[src/rtl/argmax_pkg.sv]
// rtl/argmax_pkg.sv - shared types and constants for the argmax engine
// Contents:
//   state_t    : engine state (ST_FIRST, ST_ACCUM, ST_DONE)
//   TIE_FIRST  : tie policy, keep earliest index on equal values
//   TIE_LAST   : tie policy, take latest index on equal values
package argmax_pkg;

    typedef enum logic [1:0] {
        ST_FIRST = 2'd0,
        ST_ACCUM = 2'd1,
        ST_DONE  = 2'd2
    } state_t;

    localparam bit TIE_FIRST = 1'b0;
    localparam bit TIE_LAST  = 1'b1;

endpackage

[src/rtl/argmax_cmp.sv]
// rtl/argmax_cmp.sv - combinational unsigned comparator with tie policy
// Ports:
//   a        in  WIDTH  incumbent value
//   b        in  WIDTH  challenger value
//   tie_last in  1      1: equal values favour b, 0: equal values keep a
//   take_b   out 1      challenger wins
module argmax_cmp #(
    parameter int WIDTH = 8
) (
    input  logic [WIDTH-1:0] a,
    input  logic [WIDTH-1:0] b,
    input  logic             tie_last,
    output logic             take_b
);

    assign take_b = tie_last ? (b >= a) : (b > a);

endmodule

[src/rtl/argmax_stream.sv]
// rtl/argmax_stream.sv - streaming argmax over frames of up to COUNT values
// Ports:
//   clk, rst              clock, synchronous active-high reset
//   in_valid/in_ready     element handshake
//   in_value, in_last     element value (unsigned), end-of-frame marker
//   out_valid/out_ready   result handshake, result held until accepted
//   out_value             maximum of the frame
//   out_label             index of the maximum within the frame
//   out_count             number of elements in the frame
module argmax_stream #(
    parameter int WIDTH    = 8,
    parameter int COUNT    = 26,
    parameter int LBL_W    = (COUNT > 1) ? $clog2(COUNT) : 1,
    parameter int CNT_W    = $clog2(COUNT + 1),
    parameter bit TIE_LAST = 1'b0
) (
    input  logic             clk,
    input  logic             rst,
    input  logic             in_valid,
    output logic             in_ready,
    input  logic [WIDTH-1:0] in_value,
    input  logic             in_last,
    output logic             out_valid,
    input  logic             out_ready,
    output logic [WIDTH-1:0] out_value,
    output logic [LBL_W-1:0] out_label,
    output logic [CNT_W-1:0] out_count
);
    import argmax_pkg::*;

    state_t           state;
    logic [CNT_W-1:0] idx;
    logic [CNT_W-1:0] idx_inc;
    logic [WIDTH-1:0] best_val;
    logic [LBL_W-1:0] best_lbl;
    logic [WIDTH-1:0] nxt_val;
    logic [LBL_W-1:0] nxt_lbl;
    logic             take_b;
    logic             accept;
    logic             frame_full;

    // Ready depends only on state; it is held low while reset is applied so
    // nothing is offered as accepted on the reset edge.
    assign in_ready   = (state != ST_DONE) && !rst;
    assign accept     = in_valid && in_ready;
    assign idx_inc    = idx + CNT_W'(1);
    // The element being accepted now is the COUNT-th one.
    assign frame_full = (idx == CNT_W'(COUNT - 1));

    argmax_cmp #(
        .WIDTH (WIDTH)
    ) u_cmp (
        .a        (best_val),
        .b        (in_value),
        .tie_last (TIE_LAST),
        .take_b   (take_b)
    );

    always_comb begin
        nxt_val = best_val;
        nxt_lbl = best_lbl;
        if (take_b) begin
            nxt_val = in_value;
            nxt_lbl = LBL_W'(idx);
        end
    end

    always_ff @(posedge clk) begin
        if (rst) begin
            state     <= ST_FIRST;
            idx       <= '0;
            best_val  <= '0;
            best_lbl  <= '0;
            out_valid <= 1'b0;
            out_value <= '0;
            out_label <= '0;
            out_count <= '0;
        end else begin
            case (state)
                ST_FIRST: begin
                    if (accept) begin
                        best_val <= in_value;
                        best_lbl <= '0;
                        idx      <= CNT_W'(1);
                        if (in_last || (COUNT == 1)) begin
                            state     <= ST_DONE;
                            out_valid <= 1'b1;
                            out_value <= in_value;
                            out_label <= '0;
                            out_count <= CNT_W'(1);
                        end else begin
                            state <= ST_ACCUM;
                        end
                    end
                end
                ST_ACCUM: begin
                    if (accept) begin
                        best_val <= nxt_val;
                        best_lbl <= nxt_lbl;
                        idx      <= idx_inc;
                        if (in_last || frame_full) begin
                            state     <= ST_DONE;
                            out_valid <= 1'b1;
                            out_value <= nxt_val;
                            out_label <= nxt_lbl;
                            out_count <= idx_inc;
                        end
                    end
                end
                ST_DONE: begin
                    // Result registers stay untouched until the next frame ends.
                    if (out_ready) begin
                        state     <= ST_FIRST;
                        out_valid <= 1'b0;
                        idx       <= '0;
                    end
                end
                default: begin
                    state <= ST_FIRST;
                end
            endcase
        end
    end

endmodule
[config.mk]
export PLATFORM = sky130hd
export DESIGN_NAME = argmax_stream
export DESIGN_NICKNAME = d
export VERILOG_FILES = /design/src/rtl/argmax_pkg.sv /design/src/rtl/argmax_cmp.sv /design/src/rtl/argmax_stream.sv
export SDC_FILE = /design/constraint.sdc
export NUM_CORES = 1
export LEC_CHECK = 0
export CAP_MARGIN = 20
export CORE_UTILIZATION = 29
export DETAILED_ROUTE_END_ITERATION = 8
export SYNTH_ARGS = -nofsm -noshare
export SYNTH_HDL_FRONTEND = slang
export SYNTH_SLANG_ARGS = --single-unit
export TNS_END_PERCENT = 1
[constraint.sdc]
create_clock -name clk -period 3.45 [get_ports clk]
set_clock_uncertainty 0.2 [all_clocks]
set_input_delay 0.5175 -clock clk [delete_from_list [all_inputs] [get_ports clk]]
set_output_delay 0.5175 -clock clk [all_outputs]
set_load 0.03 [all_outputs]
# Word-level counts from Yosys, hierarchy flattened
# Cells that the tools add are included.
# W data, S select, Z words.
# word_totals
reg_bits	39
word_cells	70
output_inout_bits	20
# classes
order_cmp	1
muxes	39
add_sub_neg	1
reduce_logical	12
eq_ne	9
# ops
cell	count
$mux W5	14
$mux W8	7
$pmux W8 S2	2
$pmux W5 S2	3
$pmux W5 S3	1
$ne A2 B2 Y1 const B	6
$mux W2	5
$gt A8 B8 Y1	1
$reduce_and A4 Y1	2
$pmux W2 S3	1
$reduce_and A6 Y1	1
$add A5 B1 Y5 const B	1
$eq A5 B5 Y1 const B	1
$mux W1	5
$reduce_and A5 Y1	1
$pmux W1 S3	1
$reduce_and A3 Y1	1
$reduce_bool A3 Y1	1
$eq A2 B1 Y1 const B	1
$eq A2 B2 Y1 const B	1
$logic_and A1 B1 Y1	2
$logic_not A2 Y1	1
$reduce_bool A2 Y1	1
$logic_not A1 Y1	1
$logic_or A1 B1 Y1	1

# Logic depth before layout (Yosys ltp)
# Gate-level depths: netlist of the first run.
# depth
ltp_word	5
mapped_depth	9
ltp_nobuf	7

# Cells and area by module
# A second synthesis of the first run with hierarchy kept.
# hier_totals
hier_cells	245
area_unflattened_um2	2157.1
# modules_own_cells
module	area_each_um2	cells_per_inst	seq_area_each_um2	n_inst
argmax_stream	1944.4	217	780.7	1
argmax_cmp	212.7	28	0.0	1

# Worst setup path before layout of the first run
# Ideal clock, no wire load.
# synth_path
path_kind	input port to flip-flop
start	in in_value[1]
end	reg best_val[1]
slack_ns	0.936
t_arrival_ns	2.193
cell_stages	7
path_cell_list	ha_1 nor2b_1 o211ai_1 a211o_1 a311o_2 buf_6 mux2_4
# synth_between
elab_chain_cells	4
word_cells_on_any_way	5
classes_between	order compare: 1; mux: 4
# synth_rtl
item	line_no	source
from (decl)	argmax_stream.sv:21	input logic [WIDTH-1:0] in_value,
$gt A8 B8 Y1	argmax_cmp.sv:16	assign take_b = tie_last ? (b >= a) : (b > a);
$mux W8	argmax_stream.sv:62	if (take_b) begin
$mux W8	argmax_stream.sv:97	if (accept) begin
$pmux W8 S2 *	argmax_stream.sv:79	case (state)
to (signal assigned)	argmax_stream.sv:82	best_val <= in_value;
to (signal assigned)	argmax_stream.sv:98	best_val <= nxt_val;
to (decl)	argmax_stream.sv:34	logic [WIDTH-1:0] best_val;
# Mark *: on every way between the ends. The rest lies on a longest branch, timed or not. The select of a mux whose other input is x is not followed.
# A chain may end at the register's enable or synchronous reset.

# Worst setup path after layout of the first run
# layout_path
start	in in_value[5]
end	reg best_lbl[1]
# layout_between
elab_chain_cells	4
# layout_rtl
item	line_no	source
$gt A8 B8 Y1	argmax_cmp.sv:16	
$mux W5	argmax_stream.sv:62	
$mux W5	argmax_stream.sv:97	
$pmux W5 S2	argmax_stream.sv:79	
to (signal assigned)	argmax_stream.sv:99	best_lbl <= nxt_lbl;
to (decl)	argmax_stream.sv:35	logic [LBL_W-1:0] best_lbl;
# No other way between the ends. The select of a mux whose other input is x is not followed.

==> metrics.md, run 1 <==
| Metric | Value |
|---|---|
| Outcome | finished, final reports clean |
| Instance count of the mapped netlist | about 230 |
| Combinational family with the most area after synthesis | compound AO/OA/AOI/OAI gates |
| Critical-path cell list | clkdlybuf4s50_1 -> ha_1 -> nand4_1 -> nor2_1 -> a211o_1 -> buf_4 -> a211oi_1 -> a32o_1 |
| Routed wire length per instance | 13.8 um |
| Clock insertion delay at the later pin of the skew report | 290 ps |
| Netlist area before placement | about 2100 sq um |
| Worst hold-check path type | reg2reg |
| Final-layout setup total negative slack | 0 ps |
| Share of the clock period used by the worst path after layout | 80.6% |
| Clock buffer count from CTS | 5 |
| Post-synthesis share of cell area spent on and, or, nand and nor gates | 16.5% |
| Largest cells by area after synthesis | sky130_fd_sc_hd__dfxtp_1 37%, sky130_fd_sc_hd__ha_1 8.4%, sky130_fd_sc_hd__nand4_1 4.5% |
| Portion of total power attributed to the clock network | between 20 and 25% |
| Largest stage delay on the critical path | approximately 560 ps |
| Static leakage | approximately 0.00093 uW |
| Total routing usage reported by global routing | 14.4% |
| Switching power total | ~660 uW |
| Number of flops mapped to enable cells by yosys | 0 |
| Setup-violating endpoint count in the final report | 0 |
| R2r endpoint | out_count[0] |
| WS Path Type | in2reg |
| Number of standard-cell rows in the floorplan | 30 |
| Io pins | 33 |
| Chip Height | approximately 87 um |
| Area fraction of the dominant cell type after synthesis | around 37% |
| Number of cells in the finished layout apart from fillers | 361 |
| Share of the synthesized netlist area taken by xor and xnor gates | 1.25% |
| Crit path launch | in_value[5] |
| CTS Sinks | 39 |
| Via count normalized by instance count | about 5.0 |
| Wire length of the first global-routing pass | around 8.3 mm |
| Max Root-Sink Buffers | 2 |
| Number of antenna violations at the first check in global routing | 0 |
| Dominant register cell in the synthesized netlist | sky130_fd_sc_hd__dfxtp_1 |
| Growth of design area from synthesis to finish | 25.5% |
| Arithmetic-cell share of the synthesized area counting full adders, half adders and majority gates | under 10% |
| Number of input and output port buffers inserted | 32 |
| # hold bufs at CTS | 0 |
| Post-synthesis sequential element count | 39 |
| Post-synth net total | 258 |
| Pre-Repair DR Iteration Count | 4 |
| TritonCTS clock tree | yes |
| Maximum number of pins on one net before global-route repair | 27 |
| Worst Setup Start Kind | primary input |
| Highest-count cells in the layout ignoring fill and taps | 39 x sky130_fd_sc_hd__dfxtp_1, 32 x sky130_fd_sc_hd__clkdlybuf4s50_1, 20 x sky130_fd_sc_hd__nor2_1 |
| Die W | 87.0 um |
| Largest fanout on the critical path | 14 |
| Fraction of the yosys area taken by sequential cells | between 30 and 40% |
| Setup fix buffers added after clock tree synthesis | 0 |
| Unique masters post-synth | between 40 and 50 |
| Category of the worst setup path capture point | flop |
| Count of inserted antenna diode cells | 0 |
| Pins over their slew limit | 0 |
| Actual transition at the worst max-transition pin | slightly above 600 ps |
| Share of async-settable or async-resettable flops after synthesis | 0% |
| Internal power | between 1000 and 1500 uW |
| Initial core utilization | just over 30% |
| Timing endpoint of the critical path | best_lbl[1] |
| HPWL after detailed placement | roughly 3.4 mm |
| Final number of hold-violating endpoints | 0 |
| Power share of the combinational group | between 40% and 50% |
| DRC viols | 0 |
| Share of layout cells above drive strength 1 | about 12% |
| CP Data Arrival Time | 2820 ps |
| Switch share | about 40% |
| Relative contribution of sequential cells to total power | 34.9% |
| Slew margin rel. | 59.1% |
| Worst setup margin | roughly 670 ps |
| Worst endpoint required time | approximately 3500 ps |
| Reg2Reg Launch Point | state[1] |
| Utilization of the core after routing | between 30% and 40% |
| Multiplexer share of the synthesized area | between 6 and 7% |
| Total power divided by cell area | 637 nW/um^2 |
| Die outline area | roughly 7600 sq um |
| Tmin final | roughly 2800 ps |
| Mean cell area of the mapped netlist | 9.07 sq um |
| Number of global-route vias before repair | ~1700 |
| Final Instance Area | approximately 2600 sq um |
| Fin nets | about 290 |
| Wirelength, routed | approximately 5.0 mm |
| DRT antenna net count | 0 |
| Count of placed standard cells including taps | roughly 350 |
| Cell type with the largest total area after synthesis | sky130_fd_sc_hd__dfxtp_1 |
| Synth Area in Compound Gates | around a quarter |
| Max-cap viol count | 0 |
| Routability-driven placement congestion ratio | 0.759 |
| Core Footprint | 6870 sq um |
| Critical path's slowest cell | sky130_fd_sc_hd__a211oi_1 |
| Placement Setup Slack | between 300 and 400 ps |
| Iter 0 DRT Violations | between 80 and 90 |
| Worst setup slack for register-to-register paths | 970 ps |
| Total vias in the final route | roughly 1800 |
| Post-place instance area | 2530 sq um |
| H-tree level count | 2 |
| Maximum vdd ir drop | 0.319 mV |
| Root Buffer | sky130_fd_sc_hd__clkbuf_8 |
| Global route overflow | 0 |
| FF-to-FF path depth | 8 |
| Leading cell type in the layout, fill and taps excluded | sky130_fd_sc_hd__dfxtp_1 |
| Count of synthesis-stage warnings from yosys | 0 |
| Highest attainable clock frequency | roughly 360 MHz |
| RSZ-0062 raised after global routing | no |
| Post-cts resize count | 0 |
| Clock edge transition at the registers on the reported setup and hold paths | ~70 ps |
==> cell usage after synthesis (2+ instances only) <==
library cell and number:
sky130_fd_sc_hd__xor2_1 3, sky130_fd_sc_hd__a211oi_1 3, sky130_fd_sc_hd__buf_4 2, sky130_fd_sc_hd__ha_1 14
sky130_fd_sc_hd__nand2b_1 2, sky130_fd_sc_hd__nand3_1 5, sky130_fd_sc_hd__inv_1 12, sky130_fd_sc_hd__o21ai_1 14
sky130_fd_sc_hd__nor2_1 20, sky130_fd_sc_hd__mux2_2 3, sky130_fd_sc_hd__mux2_4 4, sky130_fd_sc_hd__buf_6 2
sky130_fd_sc_hd__nand4_1 15, sky130_fd_sc_hd__buf_2 2, sky130_fd_sc_hd__a31oi_1 13, sky130_fd_sc_hd__a32o_1 5
sky130_fd_sc_hd__o211ai_1 6, sky130_fd_sc_hd__o21ai_0 3, sky130_fd_sc_hd__dfxtp_1 39, sky130_fd_sc_hd__o31ai_1 8
sky130_fd_sc_hd__clkbuf_1 10, sky130_fd_sc_hd__mux2i_1 4, sky130_fd_sc_hd__nor3_1 2, sky130_fd_sc_hd__nand2_1 8
sky130_fd_sc_hd__nor2b_1 3, sky130_fd_sc_hd__a21oi_1 12, sky130_fd_sc_hd__a311oi_1 2
==> logic make-up (layout without fill, tap and decap cells) <==
kind of cell / after synthesis / in the layout
mux: 11 / 11
buf+inv: 30 / 64
flops: 39 / 39
simple gates: 63 / 63
xor+xnor: 3 / 3
fa+ha+maj: 14 / 14
compound gates: 71 / 71
==> power by group through the flow <==
stage | clock network, uW | registers (uW) | logic [uW]
detailed placement | 0 | 595 | 749
CTS | 351 | 585 | 753
global route | 374 | 595 | 823
finish | 339 | 585 | 752
floorplan | 0 | 656 | 478
global placement | 0 | 593 | 745
==> per-stage QoR <==
step / power (uW) / hold WS, ps
after detailed placement: 1340 / 264
after CTS: 1690 / 277
final: 1680 / 271
after floorplan: 1130 / 255
after global routing: 1790 / 307
after global placement: 1340 / 258
==> routing by layer <==
| metal | GRT usage, % | vias up | wire (um) |
|---|---|---|---|
| li1 | - | 920 | - |
| met1 | 19.1 | 860 | 2440 |
| met2 | 22.5 | 37 | 2230 |
| met3 | 3.60 | 6 | 250 |
| met4 | 5.30 | 0 | 70 |
| met5 | 0 | - | 0 |
==> registers in the layout (all words and copies together) (netlist names) <==
name / flops
best_val: 8
out_value: 8
best_lbl: 5
idx: 5
out_count: 5
out_label: 5
state: 2
out_valid: 1
==> worst min path at each step <==
stage,startpoint,end,slack [ps],cells after the start
3_3_place_gp,out_count[2],out_count[2],260,2
4_1_cts,out_count[2],out_count[2],280,2
6_report,out_count[2],out_count[2],270,2
2_1_floorplan,best_val[0],best_val[0],260,2
3_5_place_dp,out_count[2],out_count[2],260,2
5_1_grt,out_count[1],out_count[1],310,2
==> final cells by class <==
| cell class | instances | area [sq um] |
|---|---|---|
| clock buffer | 8 | 100 |
| fill | 724 | 4240 |
| inverter | 13 | 48.8 |
| multi-input combinational | 162 | 1180 |
| sequential | 39 | 781 |
| tap | 96 | 120 |
| timing repair buffer | 43 | 403 |
==> critical path: cells and delay by family <==
kind / cells / cell delay (ps)
adders and majority gates: 1 / 330
and+or+nand+nor: 2 / 290
AOI/OAI and AO/OA: 3 / 1010
buffers and inverters: 2 / 660
(Power assumes the default switching activity.)
==> run 2: changes to the inputs <==
==> constraint.sdc (replaced) <==
create_clock -name clk -period 2.7 [get_ports clk]
set_clock_uncertainty 0.2 [all_clocks]
set_input_delay 0.405 -clock clk [delete_from_list [all_inputs] [get_ports clk]]
set_output_delay 0.405 -clock clk [all_outputs]
set_load 0.03 [all_outputs]
==> run 2 against run 1 <==
Compared with the run above:
- setup slack worse by 580 ps
- first-iteration DRC count decreased by 3.4%
- via count up 0.11%
- clock power up 7.7%
- clock-buffer cell count fell by 2
- register-to-register slack got worse by 720 ps
- critical path type unchanged
- largest power group unchanged
==> metrics.md, run 2 (synthesized netlist as in run 1, its figures left out) <==
| Metric | Value |
|---|---|
| Worst Setup Start Kind | primary input |
| Root Buffer | sky130_fd_sc_hd__clkbuf_8 |
| Fin nets | ~300 |
| Initial core utilization | 30.5% |
| Highest attainable clock frequency | 383 MHz |
| Leading cell type in the layout, fill and taps excluded | sky130_fd_sc_hd__dfxtp_1 |
| Outcome | finished, final reports clean |
| Share of layout cells above drive strength 1 | between 10% and 20% |
| Worst hold-check path type | reg2reg |
| Number of antenna violations at the first check in global routing | 0 |
| Filler instances | 694 |
| H-tree level count | 2 |
| # hold bufs at CTS | 0 |
| Pins over their slew limit | 0 |
| DRT antenna net count | 0 |
| Maximum vdd ir drop | 0.380 mV |
| Share of the clock period used by the worst path after layout | a little over nine tenths |
| Clock edge transition at the registers on the reported setup and hold paths | 70 ps |
| WS Path Type | in2reg |
| Die W | around 87 um |
| Tmin final | 2610 ps |
| Global route overflow | 0 |
| Actual transition at the worst max-transition pin | roughly 560 ps |
| Number of global-route vias before repair | 1703 |
| Largest fanout on the critical path | 13 |
| Die outline area | between 7000 and 8000 sq um |
| CP Data Arrival Time | 2590 ps |
| Max-cap viol count | 0 |
| Total routing usage reported by global routing | about 14% |
| Io pins | 33 |
| TritonCTS clock tree | yes |
| Routed wire length per instance | about 14 um |
| Highest-count cells in the layout ignoring fill and taps | 39 x sky130_fd_sc_hd__dfxtp_1, 31 x sky130_fd_sc_hd__clkdlybuf4s50_1, 20 x sky130_fd_sc_hd__nor2_1 |
| Wirelength, routed | roughly 5 mm |
| Final number of hold-violating endpoints | 0 |
| Iter 0 DRT Violations | 84 |
| Slew margin rel. | 62.5% |
| Core Footprint | 6870 sq um |
| Category of the worst setup path capture point | flop |
| Count of inserted antenna diode cells | 0 |
| Routability-driven placement congestion ratio | 0.749 |
| Number of input and output port buffers inserted | 32 |
| Leading registers by flop count | best_val x8, out_value x8 |
| Maximum number of pins on one net before global-route repair | 35 |
| Total vias in the final route | 1825 |
| Placement Setup Slack | -232 ps |
| Total power divided by cell area | ~800 nW/um^2 |
| Via count normalized by instance count | about 5.0 |
| Clock buffer count from CTS | 5 |
| Final-layout setup total negative slack | 0 ps |
| Wire length of the first global-routing pass | between 8 and 9 mm |
| Static leakage | 0.000958 uW |
| FF-to-FF path depth | 7 |
| Number of standard-cell rows in the floorplan | 30 |
| Worst endpoint required time | 2680 ps |
| Worst setup margin | approximately 92 ps |
| Clock insertion delay at the later pin of the skew report | just under 300 ps |
| Setup-violating endpoint count in the final report | 0 |
| Max Root-Sink Buffers | 2 |
| Growth of design area from synthesis to finish | 27.6% |
| DRC viols | 0 |
| HPWL after detailed placement | approximately 3.6 mm |
| CTS Sinks | 39 |
| Hold Path Depth | 2 |
| Chip Height | slightly below 90 um |
| Pre-Repair DR Iteration Count | 4 |
## run 2: worst paths after layout
kind | slack [ps] | start | end
worst max register to register | 250 | state[0] | idx[1]
worst min-delay path | 270 | out_count[2] | out_count[2]
worst min register to register | 270 | out_count[2] | out_count[2]
worst max-delay path | 90 | in_value[0] | best_val[5]
## run 2: final cells by class
| type | instances | area (sq um) | area share, % |
|---|---|---|---|
| multi-input cells | 162 | 1180 | 44.1 |
| flip-flops and latches | 39 | 781 | 29.2 |
| repair buffers | 51 | 473 | 17.7 |
| well taps | 96 | 120 | 4.49 |
| clock buffers | 6 | 72.6 | 2.71 |
| inverters | 13 | 48.8 | 1.82 |
## run 2: critical path, cell delays in order
cell and delay, ps:
sky130_fd_sc_hd__clkdlybuf4s50_1 490, sky130_fd_sc_hd__inv_1 70, sky130_fd_sc_hd__ha_1 270, sky130_fd_sc_hd__nand4_1 140
sky130_fd_sc_hd__nor2_1 250, sky130_fd_sc_hd__a211o_1 170, sky130_fd_sc_hd__a311o_2 410, sky130_fd_sc_hd__mux2_2 380
## run 2: metrics by stage
stage | hold WS [ps] | total power [uW] | instance area [sq um] | util (%) | instances
after global placement | 256 | 1740 | 2600 | 37.9 | 361
after detailed placement | 263 | 1750 | 2600 | 37.9 | 361
final | 269 | 2100 | 2680 | 38.9 | 367
after floorplan | 255 | 1450 | 2100 | - | 231
after global routing | 294 | 2250 | 2680 | 38.9 | 367
after CTS | 275 | 2120 | 2670 | 38.9 | 367
## run 2: metal layers
layer	wire (um)	GRT usage [%]
met1	2410	19.6
met2	2250	22.5
met3	280	3.41
met4	24	4.09
met5	0	0
## run 2: what timing repair did
| item | CTS | global route |
|---|---|---|
| gates resized for setup | 0 | 1 |
| setup buffers | 0 | 0 |
| setup endpoints to repair | 0 | 20 |
## run 2: power by group
group | switching [uW] | total [uW] | leakage [uW] | internal, uW
clock network | 193 | 365 | 0.0000371 | 172
logic | 576 | 988 | 0.000603 | 412
registers | 73.6 | 748 | 0.000318 | 675
total | 843 | 2100 | 0.000958 | 1260
